## src/rtl/alpha_fwd_recursion.sv

```systemverilog
// alpha_fwd_recursion: Max-log-MAP forward (alpha) recursion over the
// 8-state trellis.
// Each accepted gamma vector produces one registered 8-state alpha vector.
// Frames are FRAME_LEN steps long and run under a start/done handshake.
// Build option: define ALPHA_NORM_EN to subtract the new a0 from every alpha
// on each step, so that a0 reads 0. Otherwise alphas accumulate raw and
// saturate.
// Assumes ALPHA_W >= 16, so that a gamma value fits the extended sum width.
module alpha_fwd_recursion #(
    parameter int FRAME_LEN = 8,
    parameter int ALPHA_W   = 18,
    parameter int STEP_W    = 8
) (
    input  logic                      clk,
    input  logic                      rst,
    input  logic                      start,
    input  logic                      gamma_valid,
    input  logic signed [15:0]        g00,
    input  logic signed [15:0]        g01,
    input  logic signed [15:0]        g10,
    input  logic signed [15:0]        g11,
    input  logic signed [15:0]        g20,
    input  logic signed [15:0]        g21,
    input  logic signed [15:0]        g30,
    input  logic signed [15:0]        g31,
    input  logic signed [15:0]        g40,
    input  logic signed [15:0]        g41,
    input  logic signed [15:0]        g50,
    input  logic signed [15:0]        g51,
    input  logic signed [15:0]        g60,
    input  logic signed [15:0]        g61,
    input  logic signed [15:0]        g70,
    input  logic signed [15:0]        g71,
    output logic                      gamma_ready,
    output logic signed [ALPHA_W-1:0] a0,
    output logic signed [ALPHA_W-1:0] a1,
    output logic signed [ALPHA_W-1:0] a2,
    output logic signed [ALPHA_W-1:0] a3,
    output logic signed [ALPHA_W-1:0] a4,
    output logic signed [ALPHA_W-1:0] a5,
    output logic signed [ALPHA_W-1:0] a6,
    output logic signed [ALPHA_W-1:0] a7,
    output logic                      alpha_valid,
    output logic [STEP_W-1:0]         step_idx,
    output logic                      busy,
    output logic                      done
);

    localparam logic [0:0] IDLE = 1'b0;
    localparam logic [0:0] RUN  = 1'b1;

    // Clamp limits in the extended (ALPHA_W+1) sum domain.
    localparam logic signed [ALPHA_W:0] SUM_MAX = {2'b00, {(ALPHA_W-1){1'b1}}};
    localparam logic signed [ALPHA_W:0] SUM_MIN = {2'b11, {(ALPHA_W-1){1'b0}}};
    // NEG_INF = -2^(ALPHA_W-2) leaves headroom below it before the clamp.
    localparam logic signed [ALPHA_W-1:0] NEG_INF = {2'b11, {(ALPHA_W-2){1'b0}}};
    localparam logic signed [ALPHA_W-1:0] ZERO    = {ALPHA_W{1'b0}};
    localparam logic [STEP_W-1:0] LAST_STEP = STEP_W'(FRAME_LEN - 1);
    localparam logic [STEP_W-1:0] STEP_ONE  = {{(STEP_W-1){1'b0}}, 1'b1};

    function automatic logic signed [ALPHA_W:0] ext_alpha(input logic signed [ALPHA_W-1:0] a);
        return {a[ALPHA_W-1], a};
    endfunction

    function automatic logic signed [ALPHA_W:0] ext_gamma(input logic signed [15:0] g);
        return {{(ALPHA_W-15){g[15]}}, g};
    endfunction

    function automatic logic signed [ALPHA_W-1:0] sat(input logic signed [ALPHA_W:0] v);
        if (v > SUM_MAX) begin
            return SUM_MAX[ALPHA_W-1:0];
        end else if (v < SUM_MIN) begin
            return SUM_MIN[ALPHA_W-1:0];
        end else begin
            return v[ALPHA_W-1:0];
        end
    endfunction

    logic [0:0]                state_r;
    logic                      busy_r;
    logic                      alpha_valid_r;
    logic                      done_r;
    logic [STEP_W-1:0]         step_r;
    logic signed [ALPHA_W-1:0] alpha_r      [8];

    logic signed [15:0]        gam_s        [8][2];
    logic signed [ALPHA_W:0]   sum0_s       [8];
    logic signed [ALPHA_W:0]   sum1_s       [8];
    logic signed [ALPHA_W:0]   max_s        [8];
    logic signed [ALPHA_W-1:0] sat_s        [8];
    logic signed [ALPHA_W-1:0] next_alpha_s [8];
    logic                      accept_s;
    logic                      last_s;

    assign gam_s[0][0] = g00;
    assign gam_s[0][1] = g01;
    assign gam_s[1][0] = g10;
    assign gam_s[1][1] = g11;
    assign gam_s[2][0] = g20;
    assign gam_s[2][1] = g21;
    assign gam_s[3][0] = g30;
    assign gam_s[3][1] = g31;
    assign gam_s[4][0] = g40;
    assign gam_s[4][1] = g41;
    assign gam_s[5][0] = g50;
    assign gam_s[5][1] = g51;
    assign gam_s[6][0] = g60;
    assign gam_s[6][1] = g61;
    assign gam_s[7][0] = g70;
    assign gam_s[7][1] = g71;

    // Add-compare-select per target state s'. The predecessors are
    // {0,s'[2:1]} and {1,s'[2:1]}.
    // The input bit is u = s'[0] ^ f(pred), where f(pred) = pred[2] ^ pred[1] = B ^ s'[2].
    for (genvar sp = 0; sp < 8; sp++) begin : g_acs
        localparam int P0 = sp / 2;
        localparam int P1 = 4 + sp / 2;
        localparam int U0 = (sp % 2) ^ ((sp / 4) % 2);
        localparam int U1 = 1 - U0;

        assign sum0_s[sp] = ext_alpha(alpha_r[P0]) + ext_gamma(gam_s[P0][U0]);
        assign sum1_s[sp] = ext_alpha(alpha_r[P1]) + ext_gamma(gam_s[P1][U1]);
        // Strictly-greater test: on a tie, the s[2]=0 predecessor is kept.
        assign max_s[sp]  = (sum1_s[sp] > sum0_s[sp]) ? sum1_s[sp] : sum0_s[sp];
        assign sat_s[sp]  = sat(max_s[sp]);
`ifdef ALPHA_NORM_EN
        assign next_alpha_s[sp] = sat(ext_alpha(sat_s[sp]) - ext_alpha(sat_s[0]));
`else
        assign next_alpha_s[sp] = sat_s[sp];
`endif
    end

    assign accept_s = (state_r == RUN) && gamma_valid;
    assign last_s   = (step_r == LAST_STEP);

    // Frame FSM, alpha registers and the handshake/status flags.
    always_ff @(posedge clk or posedge rst) begin
        if (rst) begin
            state_r       <= IDLE;
            busy_r        <= 1'b0;
            alpha_valid_r <= 1'b0;
            done_r        <= 1'b0;
            step_r        <= {STEP_W{1'b0}};
            for (int i = 0; i < 8; i++) begin
                alpha_r[i] <= (i == 0) ? ZERO : NEG_INF;
            end
        end else begin
            case (state_r)
                IDLE: begin
                    alpha_valid_r <= 1'b0;
                    done_r        <= 1'b0;
                    if (start) begin
                        state_r <= RUN;
                        busy_r  <= 1'b1;
                        step_r  <= {STEP_W{1'b0}};
                        for (int i = 0; i < 8; i++) begin
                            alpha_r[i] <= (i == 0) ? ZERO : NEG_INF;
                        end
                    end else begin
                        state_r <= IDLE;
                        busy_r  <= 1'b0;
                    end
                end
                RUN: begin
                    if (accept_s) begin
                        for (int i = 0; i < 8; i++) begin
                            alpha_r[i] <= next_alpha_s[i];
                        end
                        alpha_valid_r <= 1'b1;
                        step_r        <= step_r + STEP_ONE;
                        if (last_s) begin
                            done_r  <= 1'b1;
                            state_r <= IDLE;
                            busy_r  <= 1'b0;
                        end else begin
                            done_r  <= 1'b0;
                        end
                    end else begin
                        alpha_valid_r <= 1'b0;
                        done_r        <= 1'b0;
                    end
                end
                default: begin
                    state_r       <= IDLE;
                    busy_r        <= 1'b0;
                    alpha_valid_r <= 1'b0;
                    done_r        <= 1'b0;
                end
            endcase
        end
    end

    assign gamma_ready = busy_r;
    assign busy        = busy_r;
    assign alpha_valid = alpha_valid_r;
    assign done        = done_r;
    assign step_idx    = step_r;
    assign a0 = alpha_r[0];
    assign a1 = alpha_r[1];
    assign a2 = alpha_r[2];
    assign a3 = alpha_r[3];
    assign a4 = alpha_r[4];
    assign a5 = alpha_r[5];
    assign a6 = alpha_r[6];
    assign a7 = alpha_r[7];

endmodule

```

## config.mk

```make
export PLATFORM = sky130hd
export DESIGN_NAME = alpha_fwd_recursion
export DESIGN_NICKNAME = d
export VERILOG_FILES = /design/src/rtl/alpha_fwd_recursion.sv
export SDC_FILE = /design/constraint.sdc
export NUM_CORES = 1
export LEC_CHECK = 0
export BUFFER_PORTS_ARGS = -buffer_cell sky130_fd_sc_hd__buf_2
export CORE_AREA = 2 2 257 208
export DETAILED_ROUTE_END_ITERATION = 8
export DIE_AREA = 0 0 259 210
export PLACE_DENSITY_LB_ADDON = 0.3
export REMOVE_ABC_BUFFERS = 1
export SKIP_LAST_GASP = 1
export SYNTH_ARGS = -nofsm -noshare
export SYNTH_HDL_FRONTEND = slang
export SYNTH_SLANG_ARGS = --single-unit
```

## constraint.sdc

```tcl
create_clock -name clk -period 8.1 [get_ports clk]
set_input_delay 1.62 -clock clk [delete_from_list [all_inputs] [get_ports clk]]
set_output_delay 1.62 -clock clk [all_outputs]
set_load 0.02 [all_outputs]
```

**Yosys cells after proc, flatten, opt, wreduce, memory -nomap -nowiden**

Cells that the tools add are included.

- Output and inout port bits: 156
- Bits in registers: 156
- Bits of input ports: 260
- Logic and storage cells: 104

- $add $sub $neg: 17
- Mux-type cells: 42
- Reductions and logical operators: 3
- Eq/ne operators: 4
- Order comparisons: 24
- Bitwise operators: 1

Operator list:

| cell | count |
|---|---|
| $add A18 B16 Y19 | 16 |
| $mux W144 | 2 |
| $mux W18 | 16 |
| $pmux W144 S2 | 1 |
| $gt A19 B18 Y1 const B | 8 |
| $gt A19 B19 Y1 | 8 |
| $lt A19 B18 Y1 const B | 8 |
| $mux W19 | 8 |
| $mux W8 | 2 |
| $pmux W8 S2 | 1 |
| $add A8 B1 Y8 const B | 1 |
| $eq A8 B3 Y1 const B | 1 |
| $mux W1 | 8 |
| $pmux W1 S2 | 4 |
| $ne A2 B1 Y1 const B | 2 |
| $reduce_and A2 Y1 | 2 |
| $ne A2 B2 Y1 const B | 1 |
| $logic_and A1 B1 Y1 | 1 |
| $not A1 Y1 | 1 |

**Depth between registers and ports, before layout**

Gate-level depths: netlist of the first run.

- Depth in word-level cells: 8
- Mapped depth: 25
- Gate-level depth less buffers: 23

**Worst setup path after synthesis of the first run**

Ideal clock, no wire load.

- Path type: input -> register
- Start: in g10[0]
- End: reg alpha_r (netlist bit a2[1])
- Required time: 8.033 ns
- Library setup time: 0.067 ns
- Setup slack: 2.002 ns
- Cell stages on the path: 21
- Buffers on the path: 2
- Arrival: 6.031 ns
- Cells stage by stage: ha_1 > fa_1 > a211oi_1 > o21ai_0 > a31o_2 > a21oi_1 > nor2b_1 > or2_2 > xnor2_1 > ha_1 > a21oi_1 > nor2_1 > or4_1 > maj3_2 > a221o_1 > and2_4 > buf_6 > mux2i_1 > nor2_1 > buf_6 > a22o_1

- Cells in the longest elaborated chain, start to end: 8
- Elaborated cells between the ends (all ways): 9
- Those cells by class: add/sub (1); order compare (3); mux (5)

Ends and longest elaborated chain:

| element | RTL line | text |
|---|---|---|
| start, declared | 20 | `input logic signed [15:0] g10,` |
| $add A18 B16 Y19 * | 121 | `assign sum0_s[sp] = ext_alpha(alpha_r[P0]) + ext_gamma(gam_s[P0][U0]);` |
| $gt A19 B19 Y1 | 124 | `assign max_s[sp] = (sum1_s[sp] > sum0_s[sp]) ? sum1_s[sp] : sum0_s[sp];` |
| $mux W19 * | 124 |  |
| $lt A19 B18 Y1 | 72 | `end else if (v < SUM_MIN) begin` |
| $mux W18 | 72 |  |
| $mux W18 * | 70 | `if (v > SUM_MAX) begin` |
| $mux W144 * | 165 | `if (accept_s) begin` |
| $pmux W144 S2 * | 148 | `case (state_r)` |
| end signal, assigned by index | 145 | `alpha_r[i] <= (i == 0) ? ZERO : NEG_INF;` |
| end signal, assigned by index | 157 | `alpha_r[i] <= (i == 0) ? ZERO : NEG_INF;` |
| end signal, assigned by index | 167 | `alpha_r[i] <= next_alpha_s[i];` |
| end, declared | 84 | `logic signed [ALPHA_W-1:0] alpha_r [8];` |

Every way passes the cells marked *; elsewhere a longest branch is shown, timed or not. The select of a mux whose other input is x is not followed.
A chain may end at the register's enable or synchronous reset.

**Worst setup path after layout of the first run**

- Start: in g10[0]
- End: reg alpha_r (netlist bit a2[6])

Same word-level chain as after synthesis.

==> parameters.txt, run 1 <==
Parameter                              Value

Outcome
  Status ... finished, final reports clean

Clocking
  H-tree Lvls ... 4
  Number of buffers added for setup after CTS ... 0
  Hold_buf cts ... 0
  Clock slew at the register clock pins of the worst setup and hold paths ... 70 ps
  Cts repair resizes ... 0
  Maximum clock path buffer count ... 2
  Root Buffer Master ... clkbuf_16
  Clock latency on the worst-skew pair ... 490 ps
  TritonCTS clock tree ... yes
  Number of clock sinks ... 156
  TritonCTS Buffers ... 17

Drt
  Post-route DRC ... 0
  Drt wl/cell ... 21.5 microns
  Final routed wirelength across all metal layers ... 91000 microns
  1st-iter DRT viols ... 2906
  Final ANT Viol Nets ... 0
  Via Count ... 26215
  Post-DR vias/cell ... 6.20
  First-pass iteration count of the detailed router ... 5

Global route
  Overall global routing resource usage ... 0.323
  Maximum number of pins on one net before global-route repair ... 91
  Number of global-route vias before repair ... 23165
  Global-route wire length before repair ... 136000 microns
  Initial antenna violation count ... 17
  Gr ovfl total ... 0

Floorplanning
  Core region area ... 51900 sq um
  Overall die width ... 259 microns
  Initial cell density of the core ... 0.484
  Chip height ... 210 microns
  Number of rows in the core area ... 75
  Count of boundary I/O pins ... 416
  Die Outline Area ... 54400 sq um

Critical path
  Critical path endpoint category ... register
  Worst Path Class, Setup ... in2reg
  Slowest-stage cell, CP ... nor2_1
  Launch point of the worst reg-to-reg path ... a1[0]$_DFFE_PP0P_
  Worst path arrival time ... 7100 ps
  Ordered list of cells on the worst path ... buf_2 -> ha_1 -> fa_1 -> a211oi_1 -> o21ai_0 -> a31o_2 -> a21oi_1 -> nor2b_1 -> or2_2 -> xnor2_1 -> ha_1 -> a21oi_1 -> nor2_1 -> or4_1 -> maj3_2 -> a221o_1 -> and2_4 -> mux2i_1 -> nor2_1 -> a22o_1
  Critical path required time ... 8510 ps
  Family with the most delay on the worst path ... simple AND/OR/NAND/NOR gates
  Number of buffers and inverters on the critical path ... 1
  Flop2flop setup slack ... 2160 ps
  R2R Path End ... a2[6]$_DFFE_PP0P_
  Startpoint type of the worst setup path ... input port
  Longest individual stage delay on the worst path ... 800 ps
  Highest net fanout along the worst path ... 34
  FF-to-FF path depth ... 19

Min path
  Worst Hold Depth ... 1
  HP Start ... step_idx[7]$_DFFE_PP0P_
  Hold-critical path endpoint ... done$_DFF_PP0_
  Hold/Removal Path Class ... reg2reg

Synth
  Post-synthesis adder-cell area fraction ... 0.231
  Post-synth design cell area ... 25100 sq um
  Count of mapped cells out of synthesis ... 3130
  Syn_area_per_cell ... 8.02 sq um
  Dominant combinational cell family by area after synthesis ... compound AO/OA/AOI/OAI gates
  Synth Area in Compound Gates ... 0.301
  Count of warnings emitted by yosys ... 0
  Post-synth EDFFs ... 0
  Post-synth ARST share ... 1.00
  Top flip-flop cell by instance count after synthesis ... dfrtp_1
  Simple-Gate Fraction of Synth Area ... 0.178
  Distinct cell type count of the synthesized netlist ... 91
  Portion of netlist area occupied by mux cells ... 0.0192
  Total of flip-flops plus latches after synthesis ... 156
  XOR/XNOR share of the synthesized area ... 0.0775
  Register area share after synthesis ... 0.156

Cells and area
  Post-route cell area ... 28500 sq um
  Area Growth Syn to Fin ... 13.6%
  Number of nets in the layout ... 4217
  Count of placed standard cells in the final layout, fillers left out ... 4231
  Fraction of layout cells with a size suffix above 1 ... 0.156

STA
  Setup slack of the critical path after layout ... 1410 ps
  Setup clock skew after layout ... 18.1 ps
  Fmax achieved ... 0.149 GHz
  RSZ-0062 raised after global routing ... no
  Setup TNS ... 0 ps
  Total setup violations reported at the end of the flow ... 0
  Slew Limit Headroom ... 0.168
  Share of the clock period used by the worst path after layout ... 0.826
  Final Hold Violating Endpoints ... 0
  Worst slew pin tran ... 1250 ps
  Crit path time final ... 6690 ps
  Fin. max-slew vios ... 0

Place
  Pre-CTS setup slack ... 1030 ps
  Routability congestion estimate from global placement ... 1.02
  Port-buffer cells ... 415
  Total placed cells including tap cells ... 4182
  Detailed-placement wirelength estimate ... 74300 microns
  Post-detailed-placement cell area ... 27900 sq um

Run
  Max-capacitance violation count ... 0
cell type report:
| cell class | count | area, sq um |
|---|---|---|
| diodes | 17 | 42.5 |
| clock buffers | 19 | 443 |
| clock inverters | 13 | 149 |
| fillers | 4996 | 23400 |
| inverters | 157 | 594 |
| multi-input cells | 2739 | 20200 |
| flip-flops and latches | 156 | 3920 |
| well taps | 693 | 867 |
| repair buffers | 437 | 2240 |
state kept, by name (all words and copies together), names as in the netlist:
name         count
state_r          1
a4              18
busy             1
a7              18
alpha_valid      1
a2              18
a1              18
a5              18
a6              18
step_idx         8
a0              18
a3              18
done             1
kinds of logic after synthesis:
group / after synthesis
buf+inv: 235
xor+xnor: 222
compound gates: 1102
simple gates: 914
flops: 156
mux: 47
fa+ha+maj: 454
metrics by stage:
stage,utilization,hold WS (ps)
global route,0.549,535
floorplan,-,542
finish,0.549,527
global placement,0.537,501
detailed placement,0.537,511
CTS,0.549,520
how the worst max path moves through the flow:
stage | startpoint | end | slack, ps | depth (start not counted)
finish | g10[0] | a2[6]$_DFFE_PP0P_ | 1410 | 20
global route | g00[0] | a0[12]$_DFFE_PP0P_ | 1080 | 23
CTS | g10[0] | a2[6]$_DFFE_PP0P_ | 1520 | 20
detailed placement | g10[0] | a2[12]$_DFFE_PP0P_ | 1030 | 20
global placement | g10[0] | a2[12]$_DFFE_PP0P_ | 1090 | 20
floorplan | g31[0] | a6[0]$_DFFE_PP0P_ | 1020 | 20
layer usage:
layer | vias to the layer above | GRT usage | routed length, microns
li1 | 12565 | - | -
met1 | 12340 | 0.491 | 43200
met2 | 1171 | 0.459 | 37300
met3 | 135 | 0.0515 | 8050
met4 | 4 | 0.106 | 2450
met5 | - | 0 | 27
placed cells by master, fill, tap and decap left out, drive strengths merged, types with 16 or more instances in the layout:
cell type    n
and3        20
xnor2      142
and2        24
a21oi      219
ha         433
nand2      242
clkbuf      19
o21bai      31
nor2       243
a211oi      39
o31a        19
nor2b       57
dfrtp      142
o21a        83
a21o        94
mux2i       38
nand4       36
a31oi       41
buf        437
nand3       62
or3         41
a22o        76
o31ai       16
o21ai      227
inv        165
o22ai       28
o211ai      85
a32o        21
nor3        66
xor2        80
diode       17
fa          16
nand2b      53
synthesized netlist by cell type (all sizes together), types with 15 or more instances:
cell | n | area share
ha | 433 | 0.22
nor2 | 243 | 0.036
nand2 | 242 | 0.036
o21ai | 227 | 0.046
a21oi | 219 | 0.044
inv | 157 | 0.023
dfrtp | 142 | 0.14
xnor2 | 142 | 0.050
a21o | 94 | 0.028
o211ai | 85 | 0.027
o21a | 83 | 0.025
xor2 | 80 | 0.028
a22o | 76 | 0.027
nor3 | 66 | 0.014
nand3 | 62 | 0.012
nor2b | 57 | 0.014
clkbuf | 53 | 0.0080
nand2b | 53 | 0.013
a31oi | 41 | 0.011
or3 | 41 | 0.010
a211oi | 39 | 0.012
mux2i | 38 | 0.015
nand4 | 36 | 0.0090
o21bai | 31 | 0.0093
o22ai | 28 | 0.0070
buf | 25 | 0.0059
and2 | 24 | 0.0061
a32o | 21 | 0.0084
and3 | 20 | 0.0050
o31a | 19 | 0.0066
fa | 16 | 0.013
o31ai | 16 | 0.0048
a211o | 15 | 0.0052
worst register-to-register path, cell delays in order (launching register included):
cell and delay (ps):
dfrtp_1 460, ha_1 260, fa_1 430, a211oi_1 320, o21ai_0 170, a31o_2 310
a21oi_1 160, nor2b_1 80, or2_2 280, xnor2_1 260, ha_1 300, a21oi_1 150
nor2_1 50, or4_1 510, maj3_2 310, a221o_1 310, and2_4 290, mux2i_1 160
nor2_1 800, a22o_1 260
Power of run 1 is left out: the tool's default activity adds up to more than one toggle a clock period on the data nets, which glitch-free logic cannot reach.
==> run 2, diff against run 1 <==
==> constraint.sdc (replaced) <==
create_clock -name clk -period 5.8 [get_ports clk]
set_input_delay 1.16 -clock clk [delete_from_list [all_inputs] [get_ports clk]]
set_output_delay 1.16 -clock clk [all_outputs]
set_load 0.02 [all_outputs]
==> run 2 against run 1 <==
Against the previous run: critical endpoint is now a2[14]$_DFFE_PP0P_; sequential cell count stayed put; design area is 4.1% higher; core utilization grew 2.3 points; final cell count increased by 3.1%; register-to-register slack got worse by 1800 ps; hold slack got worse by 3.0 ps.
==> parameters.txt, run 2 (synthesis results as in run 1) <==
Parameter                              Value

Outcome
  Status ... finished, final reports clean

Critical path
  Critical path endpoint category ... register
  Ordered list of cells on the worst path ... buf_2 -> ha_1 -> fa_1 -> a211oi_2 -> o21ai_0 -> a31o_2 -> a21oi_1 -> nor2b_1 -> or2_2 -> xnor2_1 -> ha_1 -> a21oi_1 -> nor2_1 -> or4_1 -> maj3_2 -> a221o_1 -> and2_4 -> buf_4 -> a21oi_4 -> buf_4 -> o211ai_1 -> a22o_1
  Highest net fanout along the worst path ... 33
  Longest individual stage delay on the worst path ... 510 ps
  Critical path required time ... 6160 ps
  Slowest-stage cell, CP ... or4_1
  Family with the most delay on the worst path ... compound AO/OA/AOI/OAI gates
  Startpoint type of the worst setup path ... input port
  Number of buffers and inverters on the critical path ... 3
  Worst path arrival time ... 5950 ps
  Worst Path Class, Setup ... in2reg

Place
  Total placed cells including tap cells ... 4316
  Pre-CTS setup slack ... -431 ps
  Port-buffer cells ... 415
  Detailed-placement wirelength estimate ... 76600 microns
  Routability congestion estimate from global placement ... 1.03

Cells and area
  Area Growth Syn to Fin ... 18.3%
  Utilization after layout ... 0.572
  Count of placed standard cells in the final layout, fillers left out ... 4364
  Area of the multi-input gates ... 20300 sq um
  Number of fillers in the final layout ... 4857
  Number of nets in the layout ... 4353
  Commonest non-fill, non-tap cell in the layout ... ha_1
  Fraction of layout cells with a size suffix above 1 ... 0.188
  Register area ... 3920 sq um
  Most frequent cells in the layout ... 433 x ha_1, 415 x buf_2, 241 x nor2_1, 241 x nand2_1, 217 x a21oi_1

Clocking
  TritonCTS Buffers ... 17
  Clock slew at the register clock pins of the worst setup and hold paths ... 70 ps
  Number of clock sinks ... 156
  Hold_buf cts ... 0
  TritonCTS clock tree ... yes
  Clock latency on the worst-skew pair ... 470 ps
  H-tree Lvls ... 4
  Root Buffer Master ... clkbuf_16
  Maximum clock path buffer count ... 2

Drt
  1st-iter DRT viols ... 2385
  Drt wl/cell ... 21.2 microns
  Via Count ... 26609
  Final routed wirelength across all metal layers ... 92500 microns
  First-pass iteration count of the detailed router ... 6
  Final ANT Viol Nets ... 0
  Post-DR vias/cell ... 6.10
  Post-route DRC ... 0

Floorplanning
  Chip height ... 210 microns
  Die Outline Area ... 54400 sq um
  Overall die width ... 259 microns
  Number of rows in the core area ... 75
  Initial cell density of the core ... 0.484
  Count of boundary I/O pins ... 416
  Core region area ... 51900 sq um

STA
  Worst slew pin tran ... 1120 ps
  Setup slack of the critical path after layout ... 212 ps
  Final Hold Violating Endpoints ... 0
  Fin. max-slew vios ... 0
  Fmax achieved ... 0.179 GHz
  Crit path time final ... 5590 ps
  Total setup violations reported at the end of the flow ... 0
  Slew Limit Headroom ... 0.252
  Share of the clock period used by the worst path after layout ... 0.963
  Setup TNS ... 0 ps
  Setup clock skew after layout ... 15.0 ps

Global route
  Gr ovfl total ... 0
  Global-route wire length before repair ... 137000 microns
  Maximum number of pins on one net before global-route repair ... 123
  Initial antenna violation count ... 17
  Overall global routing resource usage ... 0.327
  Number of global-route vias before repair ... 23676

Run
  Max-capacitance violation count ... 0

Min path
  Hold/Removal Path Class ... reg2reg
run 2: cell count changes in the layout (fill, tap and decap cells not counted), moves of 2 or more:
cell	change
inv_6	-2
diode_2	-3
buf_12	+5
buf_4	+130
bufinv_16	+3
run 2: final cells by class:
type,instances,share of cell area
Multi-Input combinational cell,2739,0.684
Antenna cell,14,0.00118
Clock buffer,19,0.0146
Sequential cell,156,0.132
Timing Repair Buffer,573,0.112
Inverter,157,0.0200
Tap cell,693,0.0292
Clock inverter,13,0.00687
run 2: path summary, 6_finish.rpt:
kind | start | end | slack [ps] | cells past startpoint
min in group asynchronous | rst | a1[2]$_DFFE_PP0P_ | 700 | 2
worst min-delay path | step_idx[7]$_DFFE_PP0P_ | step_idx[7]$_DFFE_PP0P_ | 520 | 1
max in group asynchronous | rst | a4[3]$_DFFE_PP0P_ | 4010 | 3
worst max register to register | a5[1]$_DFFE_PP0P_ | a2[14]$_DFFE_PP0P_ | 380 | 22
worst max-delay path | g10[0] | a2[14]$_DFFE_PP0P_ | 210 | 22
worst min register to register | step_idx[7]$_DFFE_PP0P_ | step_idx[7]$_DFFE_PP0P_ | 520 | 1
run 2: routing by layer:
layer | share of wire | vias to the layer above | GRT usage
met5 | 0.00040 | - | 0
met4 | 0.031 | 6 | 0.105
met3 | 0.10 | 146 | 0.0924
met2 | 0.41 | 1166 | 0.460
met1 | 0.46 | 12453 | 0.477
li1 | - | 12838 | -
run 2: what timing repair did:
action	CTS	global route
setup buffers	0	2
gates resized for setup	0	10
endpoints found under the setup margin	0	55
run 2: per-stage QoR:
step / hold WS, ps / cell area [sq um]
after floorplan: 542 / 24700
after detailed placement: 508 / 28900
after global placement: 497 / 28900
after global routing: 560 / 29700
after CTS: 519 / 29600
final: 524 / 29700
Power of run 2 is left out for the same reason.
==> run 3, diff against run 2 <==
--- a/config.mk
+++ b/config.mk
@@ -6,9 +6,10 @@
 export NUM_CORES = 1
 export LEC_CHECK = 0
 export BUFFER_PORTS_ARGS = -buffer_cell sky130_fd_sc_hd__buf_2
-export CORE_AREA = 2 2 257 208
+export CORE_AREA = 2 2 280 227
+export CTS_CLUSTER_DIAMETER = 50
 export DETAILED_ROUTE_END_ITERATION = 8
-export DIE_AREA = 0 0 259 210
+export DIE_AREA = 0 0 282 229
 export PLACE_DENSITY_LB_ADDON = 0.3
 export REMOVE_ABC_BUFFERS = 1
 export SKIP_LAST_GASP = 1
==> run 3 against run 2 <==
Against the previous run: setup slack lost 4.0 ps; highest routed layer unchanged; largest cell class unchanged; core utilization shrank 8.9 points; critical path type unchanged; register-to-register slack gained 120 ps; final cell count grew 3.7%.
==> parameters.txt, run 3 (synthesis results as in run 1) <==
Parameter                              Value

Critical path
  Highest net fanout along the worst path ... 33
  Worst Path Class, Setup ... in2reg
  Worst path arrival time ... 5980 ps
  R2R Path End ... a7[14]$_DFFE_PP0P_
  FF-to-FF path depth ... 19
  Number of buffers and inverters on the critical path ... 3
  Ordered list of cells on the worst path ... buf_2 -> ha_1 -> fa_1 -> a211oi_2 -> o21ai_0 -> a31o_2 -> a21oi_1 -> nor2b_1 -> or2_2 -> xnor2_2 -> ha_1 -> a21oi_1 -> nor2_1 -> or4_1 -> maj3_2 -> a221o_1 -> and2_4 -> buf_6 -> a21oi_4 -> buf_4 -> o211ai_1 -> a22o_1
  Flop2flop setup slack ... 500 ps
  Family with the most delay on the worst path ... compound AO/OA/AOI/OAI gates
  Launch point of the worst reg-to-reg path ... a3[1]$_DFFE_PP0P_
  Startpoint type of the worst setup path ... input port
  Slowest-stage cell, CP ... or4_1
  Critical path required time ... 6180 ps
  Longest individual stage delay on the worst path ... 500 ps
  Critical path endpoint category ... register

STA
  Final Hold Violating Endpoints ... 0
  Slew Limit Headroom ... 0.249
  Share of the clock period used by the worst path after layout ... 0.964
  RSZ-0062 raised after global routing ... no
  Fin. max-slew vios ... 0
  Setup TNS ... 0 ps
  Setup clock skew after layout ... 15.0 ps
  Total setup violations reported at the end of the flow ... 0
  Fmax achieved ... 0.179 GHz
  Worst slew pin tran ... 1120 ps
  Crit path time final ... 5590 ps

Cells and area
  Most frequent cells in the layout ... 433 x ha_1, 415 x buf_2, 241 x nor2_1, 241 x nand2_1, 218 x a21oi_1
  Fraction of layout cells with a size suffix above 1 ... 0.192
  Area Growth Syn to Fin ... 19.1%
  Number of nets in the layout ... 4367
  Count of placed standard cells in the final layout, fillers left out ... 4526
  Commonest non-fill, non-tap cell in the layout ... ha_1
  Post-route cell area ... 29900 sq um

Run
  Max-capacitance violation count ... 0

Clocking
  Number of clock sinks ... 156
  Hold_buf cts ... 0
  TritonCTS clock tree ... yes
  H-tree Lvls ... 4
  Maximum clock path buffer count ... 2
  TritonCTS Buffers ... 17
  Clock latency on the worst-skew pair ... 500 ps
  Clock slew at the register clock pins of the worst setup and hold paths ... 70 ps
  Root Buffer Master ... clkbuf_16

Drt
  Final routed wirelength across all metal layers ... 99000 microns
  Final ANT Viol Nets ... 0
  Drt wl/cell ... 21.9 microns
  Post-DR vias/cell ... 5.92
  Post-route DRC ... 0
  First-pass iteration count of the detailed router ... 5
  1st-iter DRT viols ... 2643
  Via Count ... 26784

Outcome
  Status ... finished, final reports clean

Min path
  Hold/Removal Path Class ... reg2reg
  Worst Hold Depth ... 1
  Hold-critical path endpoint ... step_idx[7]$_DFFE_PP0P_
  HP Start ... step_idx[7]$_DFFE_PP0P_

Place
  Total placed cells including tap cells ... 4478
  Port-buffer cells ... 415
  Post-detailed-placement cell area ... 29200 sq um
  Detailed-placement wirelength estimate ... 82100 microns
  Routability congestion estimate from global placement ... 1.01

Floorplanning
  Chip height ... 229 microns
  Number of rows in the core area ... 82
  Overall die width ... 282 microns
  Core region area ... 61900 sq um
  Count of boundary I/O pins ... 416
  Die Outline Area ... 64600 sq um
  Initial cell density of the core ... 0.406

Global route
  Overall global routing resource usage ... 0.300
  Maximum number of pins on one net before global-route repair ... 93
  Gr ovfl total ... 0
  Initial antenna violation count ... 14
  Global-route wire length before repair ... 147000 microns
  Number of global-route vias before repair ... 24154
==> run 3: per-layer routing <==
metal | track usage | share of wire | vias to the layer above
li1 | - | - | 12861
met1 | 0.457 | 0.49 | 12671
met2 | 0.413 | 0.40 | 1127
met3 | 0.0681 | 0.092 | 121
met4 | 0.0859 | 0.024 | 4
met5 | 0 | 0.00021 | -
==> run 3: layout make-up <==
type                    instances  area, sq um
multi-input cells            2739        20300
clock buffers                  18          429
fillers                      6163        32000
repair buffers                587         3450
diodes                         15         37.5
inverters                     157          594
well taps                     840         1050
flip-flops and latches        156         3920
clock inverters                14          135
==> run 3: worst register-to-register path: stages (launching register included) <==
cell	delay [ps]
dfrtp_1	630
ha_1	340
a211oi_1	340
o211ai_1	150
a21oi_1	280
nor3_1	100
a2111oi_0	570
buf_4	230
a21oi_1	70
xnor2_1	160
ha_1	310
nand4_1	170
nor3b_1	270
nand4_1	130
o32ai_1	240
a21o_1	230
inv_1	90
buf_4	230
o311ai_0	490
a22o_1	200
==> run 3: timing repair <==
item                                    in CTS  in global routing
pin swaps                                    0                  3
buffers inserted                             0                  1
resized for setup                            1                  5
endpoints found under the setup margin      16                 23
gates cloned                                 0                  0
==> run 3: worst max path at each step <==
stage               startpoint            endpoint  slack, ps  depth (start not counted)
global route            g00[0]  a0[11]$_DFFE_PP0P_          1                         24
global placement        g10[0]  a2[12]$_DFFE_PP0P_       -500                         20
finish                  g10[0]  a2[11]$_DFFE_PP0P_        210                         22
CTS                     g10[0]  a2[11]$_DFFE_PP0P_        140                         22
detailed placement      g10[0]  a2[12]$_DFFE_PP0P_       -650                         20
floorplan               g31[0]   a6[0]$_DFFE_PP0P_       -820                         20
==> run 3: through the flow <==
step | worst slack (ps) | hold WS, ps | util
2_1_floorplan | -819 | 542 | -
3_3_place_gp | -505 | 511 | 0.473
3_5_place_dp | -645 | 508 | 0.473
4_1_cts | 140 | 517 | 0.482
5_1_grt | 1.28 | 554 | 0.483
6_report | 208 | 523 | 0.483
Power of run 3 is left out for the same reason.
